**config.mk**
```make
export PLATFORM = sky130hd
export DESIGN_NAME = demux_stream4
export DESIGN_NICKNAME = d
export VERILOG_FILES = /design/src/rtl/demux_stream4.sv
export SDC_FILE = /design/constraint.sdc
export NUM_CORES = 1
export LEC_CHECK = 0
export CORE_MARGIN = 8
export CORE_UTILIZATION = 35
export DETAILED_ROUTE_END_ITERATION = 10
export PLACE_DENSITY_LB_ADDON = 0.05
export SETUP_SLACK_MARGIN = 0.15
export SLEW_MARGIN = 25
export SYNTH_ARGS = -nofsm -noshare
export SYNTH_HDL_FRONTEND = slang
export SYNTH_SLANG_ARGS = --single-unit
```
**constraint.sdc**
```tcl
create_clock -name clk -period 1 [get_ports clk]
set_input_delay 0.1 -clock clk [delete_from_list [all_inputs] [get_ports clk]]
set_output_delay 0.1 -clock clk [all_outputs]
set_load 0.01 [all_outputs]
```
**src/rtl/demux_stream4.sv**
```systemverilog
// 1-to-4 valid/ready stream demultiplexer with a one-entry registered buffer per channel.
// Optional packet lock (routing held for a whole packet) is enabled by defining DEMUX_PKT_LOCK_EN.
module demux_stream4 #(
  parameter int WIDTH = 2
) (
  input  logic             clk,
  input  logic             rst,
  input  logic [WIDTH-1:0] in_data,
  input  logic             in_valid,
  output logic             in_ready,
  input  logic             in_last,
  input  logic [1:0]       select,
  output logic [WIDTH-1:0] out0_data,
  output logic [WIDTH-1:0] out1_data,
  output logic [WIDTH-1:0] out2_data,
  output logic [WIDTH-1:0] out3_data,
  output logic [3:0]       out_valid,
  input  logic [3:0]       out_ready
);

  // Handshake: a beat moves when valid & ready are both high at a rising edge;
  // a sender holds data/select/last stable while valid is high and ready is low.

  logic [WIDTH-1:0] data_q [4];
  logic [1:0]       route;
  logic             accept;

`ifdef DEMUX_PKT_LOCK_EN
  typedef enum logic {
    IDLE   = 1'b0,
    LOCKED = 1'b1
  } lock_state_t;

  lock_state_t lock_state, lock_state_next;
  logic [1:0]  lock_sel, lock_sel_next;

  always_ff @(posedge clk) begin
    if (rst) begin
      lock_state <= IDLE;
      lock_sel   <= 2'd0;
    end else begin
      lock_state <= lock_state_next;
      lock_sel   <= lock_sel_next;
    end
  end

  always_comb begin
    lock_state_next = lock_state;
    lock_sel_next   = lock_sel;
    route           = select;
    case (lock_state)
      IDLE: begin
        if (accept && !in_last) begin
          lock_state_next = LOCKED;
          lock_sel_next   = select;
        end
      end
      LOCKED: begin
        route = lock_sel;
        if (accept && in_last) lock_state_next = IDLE;
      end
      default: lock_state_next = IDLE;
    endcase
  end
`else
  logic unused_last;
  assign unused_last = in_last;
  assign route       = select;
`endif

  // in_ready depends on select/out_ready combinationally, never on in_data.
  assign in_ready = ~rst & (~out_valid[route] | out_ready[route]);
  assign accept   = in_valid & in_ready;

  always_ff @(posedge clk) begin
    if (rst) begin
      out_valid <= 4'b0000;
      for (int n = 0; n < 4; n++) data_q[n] <= '0;
    end else begin
      for (int n = 0; n < 4; n++) begin
        if (accept && (route == 2'(n))) begin
          out_valid[n] <= 1'b1;
          data_q[n]    <= in_data;
        end else if (out_ready[n]) begin
          out_valid[n] <= 1'b0;
        end
      end
    end
  end

  assign out0_data = data_q[0];
  assign out1_data = data_q[1];
  assign out2_data = data_q[2];
  assign out3_data = data_q[3];

endmodule

```
==> impl_metrics.yaml <==
status:
  status: "finished with violations"
  violations: "setup timing"
worst_setup_path:
  arrival_ns: 1.30
  worstPathCellList: "or3b_4 -> a21boi_2 -> a2111oi_2 -> buf_2"
  crit_required_ns: 0.90
  cp-end-kind: "output port"
  max_stage_delay_ns: 0.37
  crit_slowest_cell: "or3b_4"
  crit_type: "flip-flop to output port"
  start_kind: "flip-flop"
  path_max_fanout: 2
floorplanning:
  placement_rows: 14
  die_h_um: 56.4
  initial_core_util_pct: 37.5
  die_area_mm2: 0.00318
  ios: 25
  die_x_um: 56.4
  core_area_mm2: 0.00152
clocking:
  cts.clk_slew.worst_paths_ns: 0.08
  cts_tree: "yes"
  h-tree-depth: 1
  cts_sinks: 12
  cts_buffers: 3
  clk_latency_ns: 0.28
  clock_path_buffers: 2
  cts-hold-fix-buffers: 0
  cts_root_buf: "clkbuf_4"
final_layout:
  antennaDiodeCount: 0
  drive_above_1_share_pct: 65.2
  seqCellArea_um2: 325
  final_nets: 105
  multi_input_area_um2: 394
  design_area_mm2: 0.00109
  syn2layout_area_growth_pct: 90.6
  fill_cells: 107
  fin_util_pct: 71.5
power:
  power.density_mw_per_mm2: 1040
  clockPowerShare_pct: 28.5
  p_int_mw: 0.837
  switchingPower_mw: 0.294
  p_leak_nw: 0.493
  pwr-share-seq_pct: 49.4
  switching_share_pct: 26.0
  pwr-share-comb_pct: 22.1
  max-vdd-ir-drop_v: 0.000522
synth:
  netlist_area_um2: 572
  yosysSeqAreaShare_pct: 56.0
  syn_nets: 63
  synth_edf_count: 8
  postSynthAreaPerCell_um2: 11.2
  synthArstFlopShare_pct: 0
  yosysTopAreaCell: "edfxtp_1"
  synth.distinct_cells: 21
  synth_ff_type: "edfxtp_1"
  yosysTopAreaCellShare_pct: 42.0
  yosys_warnings: 0
  yosys-top-cells-area: "edfxtp_1, dfxtp_1, and2_1, nand2b_1, nor2b_1"
  yosys_register_bits: 12
  syn-instance-count: 51
  ys_top_cells_by_count: "and2_1, edfxtp_1, nand2b_1, dfxtp_1"
job:
  max_cap_viol_count: 0
timing:
  finalCritPeriodShare_pct: 140
  setup_violations: 17
  hold_viol: 0
  maxSlewHeadroom_pct: 79.8
  period_needed_ns: 1.40
  skew_ns: 0.000779
  rsz0062_at_grt: "yes"
  fin_tns_setup_ns: -2.18
  worstMarginPinSlew_ns: 0.303
  drv_slew: 0
  fmax_ghz: 0.712
  finalWorstSetupSlack_ns: -0.404
place:
  gp_congestion: 0.753
  dp_hpwl_um: 1120
  placed_area_um2: 965
  io_buffers: 23
detailed_routing:
  drtPass1Iterations: 2
  via_count: 526
  drt_wl_total_um: 1450
  drc: 0
  first_iter_violations: 1
  drt-wirelength-per-cell_um: 13.4
  postRouteAntennaNets: 0
  vias_per_cell: 4.87
grt:
  grt_pass1_wl_um: 2330
  gr-usage-all-layers_pct: 9.14
  grt_pass1_vias: 524
  grt_max_degree: 8
  antenna_found_initial: 0
  grt-ovfl-total: 0
min_path:
  holdCritPathClass: "primary input to flip-flop"
layer usage:
| layer | part of all wire (%) | up-vias | wire length [um] | track usage, % |
|---|---|---|---|---|
| li1 | - | 268 | - | - |
| met1 | 44 | 235 | 634 | 10.1 |
| met2 | 47 | 20 | 680 | 13.5 |
| met3 | 7.4 | 3 | 108 | 4.27 |
| met4 | 1.9 | 0 | 28 | 6.19 |
| met5 | 0 | - | 0 | 0 |
registers in the layout (all words and copies together) (netlist names):
register   cells
data_q         8
out_valid      4
cells by family (layout without fill, tap and decap cells):
group / after synthesis / after routing / share of synthesized area (%)
buf+inv: 2 / 43 / 1.31
flops: 12 / 12 / 56.0
simple gates: 28 / 28 / 30.0
compound gates: 9 / 9 / 12.7
repair_timing:
action                                  in CTS  in global routing
pin swaps                                    3                  4
endpoints found under the setup margin      33                 33
gates cloned                                 0                  0
gates resized for setup                     76                 13
setup buffers                                1                  1
through the flow:
stage	instances	power, mW	hold slack (ns)	setup slack [ns]
final	108	1.13	0.309	-0.404
after global routing	108	1.18	0.322	-0.469
after CTS	107	1.11	0.308	-0.432
after detailed placement	102	0.788	0.613	-0.801
after global placement	102	0.784	0.624	-0.785
after floorplan	51	0.646	0.195	0.00881
cells in the final DEF (no fill, tap or decap):
master	netlist	routed
a2111oi_2	1	1
a21boi_2	0	1
a21o_1	2	2
and2_1	8	4
and2_4	0	4
and2b_1	1	1
and3_4	0	1
and4_4	0	1
buf_2	0	9
buf_4	0	8
buf_6	0	10
clkbuf_4	0	3
clkdlybuf4s50_1	0	6
clkinv_1	0	1
dfxtp_2	0	4
dlygate4sd2_1	0	3
dlymetal6s2s_1	0	1
edfxtp_1	8	8
inv_1	2	1
inv_2	0	1
nand2_2	0	1
nand2b_1	5	1
nand2b_4	0	4
nand3_2	0	2
nand3b_1	1	1
nor2_4	0	1
nor2b_4	0	3
nor3_1	3	1
nor3_4	0	2
o21ai_2	0	1
o21bai_1	2	2
o31ai_4	0	2
or3b_4	0	1
area by class of cell:
| type | count | area share [%] |
|---|---|---|
| Sequential cell | 12 | 29.9 |
| Timing Repair Buffer | 37 | 29.0 |
| Multi-Input combinational cell | 37 | 36.2 |
| Inverter | 2 | 0.689 |
| Clock inverter | 1 | 0.344 |
| Tap cell | 16 | 1.84 |
| Clock buffer | 3 | 2.07 |
final timing paths:
kind                 from      endpoint  slack, ns  cells after the start
max          out_valid[1]      in_ready      -0.40                      4
min reg2reg  out_valid[3]  out_valid[3]       0.61                      3
min                   rst  out_valid[0]       0.31                      3
max reg2reg  out_valid[1]  data_q[1][0]      -0.30                      5
worst max-delay path: cells and delay by family, from the launching register on:
family	cells	cell delay, ns
DFF	1	0.33
buffers and inverters	1	0.14
and+or+nand+nor	1	0.37
AOI/OAI and AO/OA	2	0.18
power groups by stage:
stage	registers (mW)	logic, mW	clock network (mW)
floorplan	0.582	0.0639	0
global placement	0.569	0.216	0
detailed placement	0.570	0.218	0
CTS	0.558	0.237	0.319
global route	0.560	0.269	0.352
finish	0.559	0.250	0.322
Note: power is estimated with default switching activity, not from simulation.
